**src/rtl/ptp_pkg.sv**
```systemverilog
// rtl/ptp_pkg.sv - shared constants, entry layout and FSM encoding for the timestamp unit
package ptp_pkg;

  localparam logic [2:0] REG_CTRL        = 3'd0;
  localparam logic [2:0] REG_STATUS      = 3'd1;
  localparam logic [2:0] REG_HEAD_INFOR  = 3'd2;
  localparam logic [2:0] REG_HEAD_SEC_HI = 3'd3;
  localparam logic [2:0] REG_HEAD_SEC_LO = 3'd4;
  localparam logic [2:0] REG_HEAD_NS     = 3'd5;

  // Entry layout: {infor[111:80], sec[79:32], ns[31:0]}
  localparam int ENTRY_W   = 112;
  localparam int NS_LSB    = 0;
  localparam int SEC_LSB   = 32;
  localparam int INFOR_LSB = 80;

  localparam logic [7:0] MASK_RST_DEF = 8'h0F;

  typedef enum logic [1:0] {
    ST_IDLE   = 2'd0,
    ST_FRAME  = 2'd1,
    ST_RESULT = 2'd2
  } state_e;

endpackage

```
**src/rtl/ptp_ts_fifo.sv**
```systemverilog
// rtl/ptp_ts_fifo.sv - show-ahead synchronous FIFO holding matched timestamp entries
module ptp_ts_fifo
  import ptp_pkg::*;
#(
  parameter int DEPTH = 8,
  parameter int AW    = 3
) (
  input  logic               clk_i,
  input  logic               rst_i,
  input  logic               push_i,
  input  logic               pop_i,
  input  logic [ENTRY_W-1:0] din_i,
  output logic [ENTRY_W-1:0] dout_o,
  output logic [AW:0]        level_o,
  output logic               full_o,
  output logic               empty_o
);

  logic [ENTRY_W-1:0] mem_q [DEPTH];
  logic [AW-1:0]      wptr_q, rptr_q;
  logic [AW:0]        level_q;
  logic               do_push, do_pop;

  assign full_o  = (level_q == (AW+1)'(DEPTH));
  assign empty_o = (level_q == '0);
  assign level_o = level_q;
  assign dout_o  = mem_q[rptr_q];

  // A pop in the same cycle frees the slot, so a push while full still lands.
  assign do_pop  = pop_i && !empty_o;
  assign do_push = push_i && (!full_o || do_pop);

  always_ff @(posedge clk_i) begin
    if (do_push) begin
      mem_q[wptr_q] <= din_i;
    end
  end

  always_ff @(posedge clk_i) begin
    if (rst_i) begin
      wptr_q  <= '0;
      rptr_q  <= '0;
      level_q <= '0;
    end else begin
      if (do_push) wptr_q <= wptr_q + 1'b1;
      if (do_pop)  rptr_q <= rptr_q + 1'b1;
      case ({do_push, do_pop})
        2'b10:   level_q <= level_q + 1'b1;
        2'b01:   level_q <= level_q - 1'b1;
        default: level_q <= level_q;
      endcase
    end
  end

endmodule

```
**src/rtl/ptp_tsu_ctrl.sv**
```systemverilog
// rtl/ptp_tsu_ctrl.sv - captures RTC at SOP, pairs it with the parser result and queues PTP events
module ptp_tsu_ctrl
  import ptp_pkg::*;
#(
  parameter int         DEPTH    = 8,
  parameter int         AW       = 3,
  parameter logic [7:0] MASK_RST = MASK_RST_DEF
) (
  input  logic        clk_i,
  input  logic        rst_i,
  input  logic        int_valid_i,
  input  logic        int_sop_i,
  input  logic        int_eop_i,
  input  logic [47:0] rtc_sec_i,
  input  logic [31:0] rtc_ns_i,
  input  logic        ptp_found_i,
  input  logic [31:0] ptp_infor_i,
  output logic [7:0]  ptp_msgid_mask_o,
  input  logic [2:0]  reg_addr_i,
  input  logic        reg_wr_i,
  input  logic [31:0] reg_wdata_i,
  input  logic        reg_rd_i,
  output logic [31:0] reg_rdata_o,
  output logic        reg_rvalid_o,
  output logic        irq_o
);

  state_e             state_q;
  logic [47:0]        pend_sec_q;
  logic [31:0]        pend_ns_q;
  logic               enable_q;
  logic [7:0]         mask_q;
  logic [15:0]        drop_q;
  logic [31:0]        rdata_q;
  logic               rvalid_q;

  logic               sop_w, eop_w, start_w;
  logic               push_w, pop_w, drop_w, clr_w;
  logic [ENTRY_W-1:0] din_w, dout_w;
  logic [AW:0]        level_w;
  logic               full_w, empty_w;
  logic [31:0]        rd_mux;

  assign sop_w   = int_valid_i && int_sop_i;
  assign eop_w   = int_valid_i && int_eop_i;
  assign start_w = sop_w && enable_q;

  assign push_w = (state_q == ST_RESULT) && ptp_found_i;
  assign din_w  = {ptp_infor_i, pend_sec_q, pend_ns_q};
  assign pop_w  = reg_rd_i && (reg_addr_i == REG_HEAD_NS) && !empty_w;
  assign drop_w = push_w && full_w && !pop_w;
  assign clr_w  = reg_wr_i && (reg_addr_i == REG_CTRL) && reg_wdata_i[1];

  ptp_ts_fifo #(.DEPTH(DEPTH), .AW(AW)) u_fifo (
    .clk_i   (clk_i),
    .rst_i   (rst_i),
    .push_i  (push_w),
    .pop_i   (pop_w),
    .din_i   (din_w),
    .dout_o  (dout_w),
    .level_o (level_w),
    .full_o  (full_w),
    .empty_o (empty_w)
  );

  // A fresh SOP always re-latches, so back-to-back frames start from the RESULT cycle.
  always_ff @(posedge clk_i) begin
    if (rst_i) begin
      state_q    <= ST_IDLE;
      pend_sec_q <= '0;
      pend_ns_q  <= '0;
    end else begin
      if (start_w) begin
        pend_sec_q <= rtc_sec_i;
        pend_ns_q  <= rtc_ns_i;
        state_q    <= eop_w ? ST_RESULT : ST_FRAME;
      end else if (state_q == ST_FRAME) begin
        if (sop_w)      state_q <= ST_IDLE;
        else if (eop_w) state_q <= ST_RESULT;
      end else begin
        state_q <= ST_IDLE;
      end
    end
  end

  always_comb begin
    rd_mux = '0;
    case (reg_addr_i)
      REG_CTRL:        rd_mux = {16'h0, mask_q, 7'h0, enable_q};
      REG_STATUS:      rd_mux = {drop_q, 6'h0, full_w, empty_w, 8'(level_w)};
      REG_HEAD_INFOR:  if (!empty_w) rd_mux = dout_w[INFOR_LSB +: 32];
      REG_HEAD_SEC_HI: if (!empty_w) rd_mux = {16'h0, dout_w[SEC_LSB+32 +: 16]};
      REG_HEAD_SEC_LO: if (!empty_w) rd_mux = dout_w[SEC_LSB +: 32];
      REG_HEAD_NS:     if (!empty_w) rd_mux = dout_w[NS_LSB +: 32];
      default:         rd_mux = '0;
    endcase
  end

  always_ff @(posedge clk_i) begin
    if (rst_i) begin
      enable_q <= 1'b0;
      mask_q   <= MASK_RST;
      drop_q   <= '0;
      rdata_q  <= '0;
      rvalid_q <= 1'b0;
    end else begin
      if (reg_wr_i && (reg_addr_i == REG_CTRL)) begin
        enable_q <= reg_wdata_i[0];
        mask_q   <= reg_wdata_i[15:8];
      end
      if (clr_w) begin
        drop_q <= '0;
      end else if (drop_w && (drop_q != 16'hFFFF)) begin
        drop_q <= drop_q + 16'd1;
      end
      rvalid_q <= reg_rd_i;
      if (reg_rd_i) rdata_q <= rd_mux;
    end
  end

  assign ptp_msgid_mask_o = mask_q;
  assign reg_rdata_o      = rdata_q;
  assign reg_rvalid_o     = rvalid_q;
  assign irq_o            = enable_q && !empty_w;

endmodule

```
**config.mk**
```make
export PLATFORM = sky130hd
export DESIGN_NAME = ptp_tsu_ctrl
export DESIGN_NICKNAME = d
export VERILOG_FILES = /design/src/rtl/ptp_pkg.sv /design/src/rtl/ptp_ts_fifo.sv /design/src/rtl/ptp_tsu_ctrl.sv
export SDC_FILE = /design/constraint.sdc
export NUM_CORES = 1
export LEC_CHECK = 0
export BUFFER_PORTS_ARGS = -buffer_cell sky130_fd_sc_hd__buf_2
export CAP_MARGIN = 20
export CORE_ASPECT_RATIO = 0.7
export CORE_MARGIN = 4
export CORE_UTILIZATION = 35
export CTS_CLUSTER_SIZE = 28
export DETAILED_ROUTE_END_ITERATION = 6
export HOLD_SLACK_MARGIN = 0.02
export PLACE_DENSITY = 0.57
export SETUP_SLACK_MARGIN = 0.4
export SLEW_MARGIN = 20
export SYNTH_ARGS = -nofsm -noshare
export SYNTH_HDL_FRONTEND = slang
export SYNTH_HIERARCHICAL = 1
export SYNTH_SLANG_ARGS = --single-unit
export TNS_END_PERCENT = 50
```
**constraint.sdc**
```tcl
create_clock -name clk_i -period 15.3 [get_ports clk_i]
set_clock_uncertainty 0.2 [all_clocks]
set_input_delay 1.53 -clock clk_i [delete_from_list [all_inputs] [get_ports clk_i]]
set_output_delay 1.53 -clock clk_i [all_outputs]
set_load 0.01 [all_outputs]
```
# After elaboration in Yosys (flattened, before gate mapping)
# Memory sizes are Yosys's and may differ from the RTL's. A register that Yosys moved wholly into a read port is not among the register bits.
# Index checks and enable logic that the tools add are counted.
# word_totals
mem_bits_rw,896
register_bits,150
n_memories,1
# op_classes
eq_ne,12
n_addsub,5
reduce_logical,22
mux,15
# mem_list
memory,words,word_bits,read_ports,rd_clocked_by_memory_dff,write_ports,line,rtl
u_fifo.mem_q,8,112,1,1,1,ptp_ts_fifo.sv:19,logic [ENTRY_W-1:0] mem_q [DEPTH];
# ops
op,n
one-hot mux 32 bit (6 select lines),1
2-to-1 mux 32 bit,3
adder 16 x 1 -> 16 bit (second input constant),1
2-to-1 mux 16 bit,1
!= test 16 bit (second input constant),1
logical AND 1 bit,14
2-to-1 mux 2 bit,5
one-hot mux 4 bit (2 select lines),1
adder 3 x 1 -> 3 bit (second input constant),2
equality test 3 x 2 -> 1 bit (second input constant),2
equality test 3 bit (second input constant),2
2-to-1 mux 3 bit,2
adder 4 x 1 -> 4 bit (second input constant),1
equality test 2 x 1 -> 1 bit (second input constant),2
equality test 2 bit (second input constant),2
equality test 4 bit (second input constant),1
zero test 4 bit,1
!= test 4 bit (second input constant),1
subtractor 4 x 1 -> 4 bit (second input constant),1
equality test 3 x 1 -> 1 bit (second input constant),1
zero test 1 bit,3
zero test 3 bit,1
2-to-1 mux 1 bit,2
nonzero test 2 bit,1
other kinds (2),2

# Logic depth before layout (Yosys ltp)
# depth
word_depth,8
ltp_mapped,13
ltp_nobuf,12

# Hierarchy
# The synthesis kept the hierarchy.
# by_module_without_submodules
module,seq_area_each_um2,n_inst,cells_per_inst,area_each_um2
ptp_ts_fifo,27166.1,1,1377,34595.7
ptp_tsu_ctrl,2802.7,1,761,6112.1

# Least setup slack after synthesis
# No wires, ideal clock.
# synth_path
path_kind,input to register
start,in reg_addr_i[2]
end,"mem u_fifo.mem_q[0][0], enable pin"
arrival_time_ns,13.241
required_ns,14.242
n_path_buf,2
slack_ns,1.001
cell_stages,7
path_cell_list,nor2b_1 > buf_6 > clkbuf_1 > and3_1 > nand2b_1 > o21ai_4 > nor4_1
# synth_between
elab_chain_len,8
# synth_rtl
element,line,rtl
start: declaration,ptp_tsu_ctrl.sv:19,"input logic [2:0] reg_addr_i,"
equality test 3 bit,ptp_tsu_ctrl.sv:50,assign pop_w = reg_rd_i && (reg_addr_i == REG_HEAD_NS) && !empty_w;
logical AND 1 bit (2 in a row),ptp_tsu_ctrl.sv:50,
named net pop_w,ptp_tsu_ctrl.sv:38,"logic push_w, pop_w, drop_w, clr_w;"
logical AND 1 bit,ptp_ts_fifo.sv:30,assign do_pop = pop_i && !empty_o;
logical OR 1 bit,ptp_ts_fifo.sv:31,assign do_push = push_i && (!full_o || do_pop);
logical AND 1 bit,ptp_ts_fifo.sv:31,
2-to-1 mux 1 bit,ptp_ts_fifo.sv:34,if (do_push) begin
2-to-1 mux 1 bit (not written as such),ptp_ts_fifo.sv:35,mem_q[wptr_q] <= din_i;
end: declaration,ptp_ts_fifo.sv:19,
# The timed path passes the listed nets, and every way through them passes these cells.

# Worst setup path after layout
# layout_path
start,in reg_addr_i[2]
end,"mem u_fifo.mem_q[4][96], enable pin"
# The elaborated chain is that of the path after synthesis.

==> impl_metrics.py <==
metrics = {
    "routing": {
        "first_pass_iters": 6,
        "drt_iter0_markers": 1702,
        "vias": 20600,
        "wl_microns": 98000,
        "wl_per_cell_microns": 24.8,
        "via_per_inst": 5.21,
        "post-route-drc-count": 0,
        "antenna_left": 0,
    },
    "logic_synthesis": {
        "yosysWarnings": 6,
        "synthesis.area_sq_um": 40700,
        "synthDistinctLibCells": 58,
        "yosysSeqAreaShare": 0.736,
        "synth-edff-count": 896,
        "synthCells": 2138,
        "ys_ff_latch": 1049,
        "synthFlopType": "edfxtp_1",
        "synth_fp_nets": 2299,
        "avgSynthCellArea_sq_um": 19.0,
        "async_reset_ff_frac": 0,
    },
    "floorplan": {
        "die_w_microns": 416,
        "rows": 104,
        "dieHeight_microns": 293,
        "coreArea_sq_um": 115000,
        "initial_utilization": 0.353,
        "ios": 197,
        "die_area_sq_um": 122000,
    },
    "sta": {
        "drv_slew": 0,
        "setup-tns-final_ps": 0,
        "final.period_utilization": 0.339,
        "final-setup-viol-count": 0,
        "tightest_slew_ps": 1080,
        "max_freq_ghz": 0.193,
        "rsz0062_at_grt": "false",
        "maxSlewHeadroom": 0.279,
        "hold_ws_ps": 284,
        "final.setup.worst_slack_ps": 10120,
        "fin_crit_ps": 5180,
        "hold_violations": 0,
    },
    "power_and_ir_drop": {
        "power_frac_comb": 0.013,
        "swShare": 0.197,
        "internal_power_mw": 4.55,
        "totalPowerFinal_mw": 5.66,
        "ir_worst_vdd_uv": 99.5,
        "power_frac_seq": 0.543,
        "power_leakage_nw": 15.2,
        "switching_power_mw": 1.11,
        "p_clk_frac": 0.444,
        "pwr_density_cell_nw_per_um2": 121,
    },
    "grt": {
        "grt_use_total": 0.160,
        "grt_pass1_wl_microns": 145000,
        "grt_pass1_vias": 21800,
        "grt-ovfl-total": 0,
        "antenna_found_initial": 2,
        "grt_max_degree": 113,
    },
    "hold_path": {
        "worstHoldEndpoint": "ptp_msgid_mask_o[7]",
        "min_from": "ptp_msgid_mask_o[7]",
        "min_path_cells": 2,
        "hold_class": "flip-flop to flip-flop",
    },
    "setup_path": {
        "arrival_ps": 5290,
        "slowest_stage": "buf_4",
        "cp-startpoint": "reg_addr_i[2]",
        "path_buf_inv": 4,
        "crit_fanout": 42,
        "worstSetupEndpointType": "flip-flop",
        "required_ps": 15410,
        "critPathMostFrequentCell": "buf_4",
        "crit_family": "buffers and inverters",
        "rr_worst_depth": 9,
        "max_stage_delay_ps": 760,
        "reg2reg_slack_ps": 10580,
        "start_kind": "input port",
        "path_cells": "buf_2, nor2b_4, buf_4, and3_1, nand2b_1, o211ai_1, nor3_2, buf_4, buf_4",
        "crit_type": "input port to flip-flop",
        "r2r-end": "reg_rdata_o[3]",
    },
    "clocking": {
        "cts.root.buffer_cell": "clkbuf_16",
        "tritoncts": "yes",
        "cts_hold_buf": 0,
        "post_cts_buffers": 0,
        "cts_resized": 0,
        "htreeDepth": 3,
        "cts-buffers-inserted": 98,
        "path_clk_slew_ps": 60,
        "clk_path_buf_depth": 3,
        "cts.sinks": 1049,
        "insertion_delay_ps": 690,
    },
    "placement": {
        "place_ws_ps": 9440,
        "portBuffers": 174,
        "gp_congestion": 0.750,
        "dp_hpwl_microns": 54500,
    },
    "layout": {
        "final_layout_size_suffix_gt1_frac": 0.302,
        "final_nets": 2487,
        "fillers": 10200,
        "finalCoreUtilization": 0.405,
        "synthToLayoutAreaGrowth_pct": 14.6,
    },
    "run_status": {
        "status": "completed",
    },
    "job": {
        "max_cap_violations": 0,
    },
}
==> kinds of logic after synthesis <==
logic type                 synth area share
and+or+nand+nor                      0.0378
DFF                                   0.736
muxes                                 0.165
AOI/OAI and AO/OA                    0.0368
xor gates and xnor gates            0.00387
adders and majority gates           0.00203
buffers and inverters                0.0184
==> cells in the mapped netlist (3+ instances only) <==
cell type  count  area [sq um]
a311oi_1       3          26.3
nand4b_1       3          26.3
edfxtp_1     896         26900
a211oi_1      19           143
nor2_1        47           176
buf_1          6          22.5
dfxtp_1      153          3060
xnor2_1       10          87.6
nor3_1         8          40.0
nand4_1        7          43.8
ha_1           5          62.6
mux2i_1       21           210
buf_2         33           165
clkbuf_1      70           263
buf_12         3          60.1
buf_8          7           105
inv_1          3          11.3
a221oi_1      16           140
a31oi_1       19           119
nor2b_1       26           163
a21oi_1      124           621
nand3b_1       6          45.0
buf_6         11           124
a22oi_1       19           143
a211o_1        3          26.3
xor2_1         8          70.1
mux2_2        60           676
nand2b_1       7          43.8
nand2_1      207           777
nand3_1        9          45.0
mux4_2       224          5040
and3_1         5          31.3
o211ai_1       3          22.5
mux2_4        52           781
o2bb2ai_1     16           140
==> state kept, by name, summed over array words and instances (netlist names), named ones only <==
signal	flops
pend_sec_q	48
u_fifo/mem_q	896
reg_rdata_o	32
state_q	2
u_fifo/level_o	4
u_fifo/rptr_q	3
pend_ns_q	32
drop_q	16
u_fifo/wptr_q	3
enable_q	1
reg_rvalid_o	1
ptp_msgid_mask_o	8
==> worst min-delay path: stages (launching register included) <==
cell	delay, ps
dfxtp_1	330
nand2_1	60
a21oi_1	50
==> stage by stage <==
| stage | instance area (sq um) | cells |
|---|---|---|
| after detailed placement | 43200 | 3761 |
| after global routing | 46600 | 3948 |
| after global placement | 43200 | 3761 |
| after CTS | 46600 | 3945 |
| final | 46600 | 3952 |
| after floorplan | 40700 | 2138 |
==> power groups by stage <==
| stage | Sequential [mW] | Clock (mW) | Combinational [mW] |
|---|---|---|---|
| after CTS | 3.08 | 2.58 | 0.0732 |
| final | 3.08 | 2.51 | 0.0716 |
| after global routing | 3.07 | 2.70 | 0.0786 |
| after global placement | 3.14 | 0 | 0.0709 |
| after detailed placement | 3.14 | 0 | 0.0730 |
| after floorplan | 3.14 | 0 | 0.0243 |
==> layout by cell type (no fill, tap or decap), types with 4 or more instances in the layout <==
cell type	n
clkinv_2	10
nand3_1	8
mux2_4	52
clkbuf_16	99
a31oi_1	19
nand2b_1	7
o2bb2ai_1	16
nor3_1	4
clkbuf_8	13
nand4_1	7
buf_4	41
edfxtp_1	896
ha_1	5
diode_2	5
and3_1	4
dfxtp_1	150
clkbuf_1	30
buf_2	173
bufinv_16	11
nand3b_1	6
nand2_1	207
mux2i_1	21
clkinv_1	7
mux4_2	224
a221oi_1	16
a211oi_1	19
a22oi_1	19
xor2_1	8
a21oi_1	124
xnor2_1	10
clkinv_4	4
nor3_2	5
nor2_1	44
mux2_2	60
nor2b_1	23
==> how the worst max path moves through the flow <==
stage	endpoint	slack, ps	cells after the start
after detailed placement	u_fifo/mem_q[4][104]	9440	9
final	u_fifo/mem_q[4][96]	10120	9
after floorplan	u_fifo/mem_q[0][0]	1000	7
after CTS	u_fifo/mem_q[4][97]	10170	9
after global placement	u_fifo/mem_q[4][92]	9560	9
after global routing	u_fifo/mem_q[4][97]	9940	9
==> layer usage <==
metal,up-vias,GRT usage,routed length [microns]
li1,8958,-,-
met1,10900,0.217,42300
met2,541,0.264,48100
met3,142,0.0337,5520
met4,0,0.0419,2100
met5,-,0,0
==> final cells by class <==
cell class                      count  area (sq um)  area share
Sequential cell                  1049         30000       0.643
Multi-Input combinational cell    956         10100       0.216
Clock buffer                      142          2770      0.0594
Tap cell                         1537          1920      0.0412
Timing Repair Buffer              218          1270      0.0272
Clock inverter                     42           592      0.0127
Antenna cell                        5          12.5    0.000268
Inverter                            3          11.3    0.000241
Note: power is estimated with default switching activity, not from simulation.
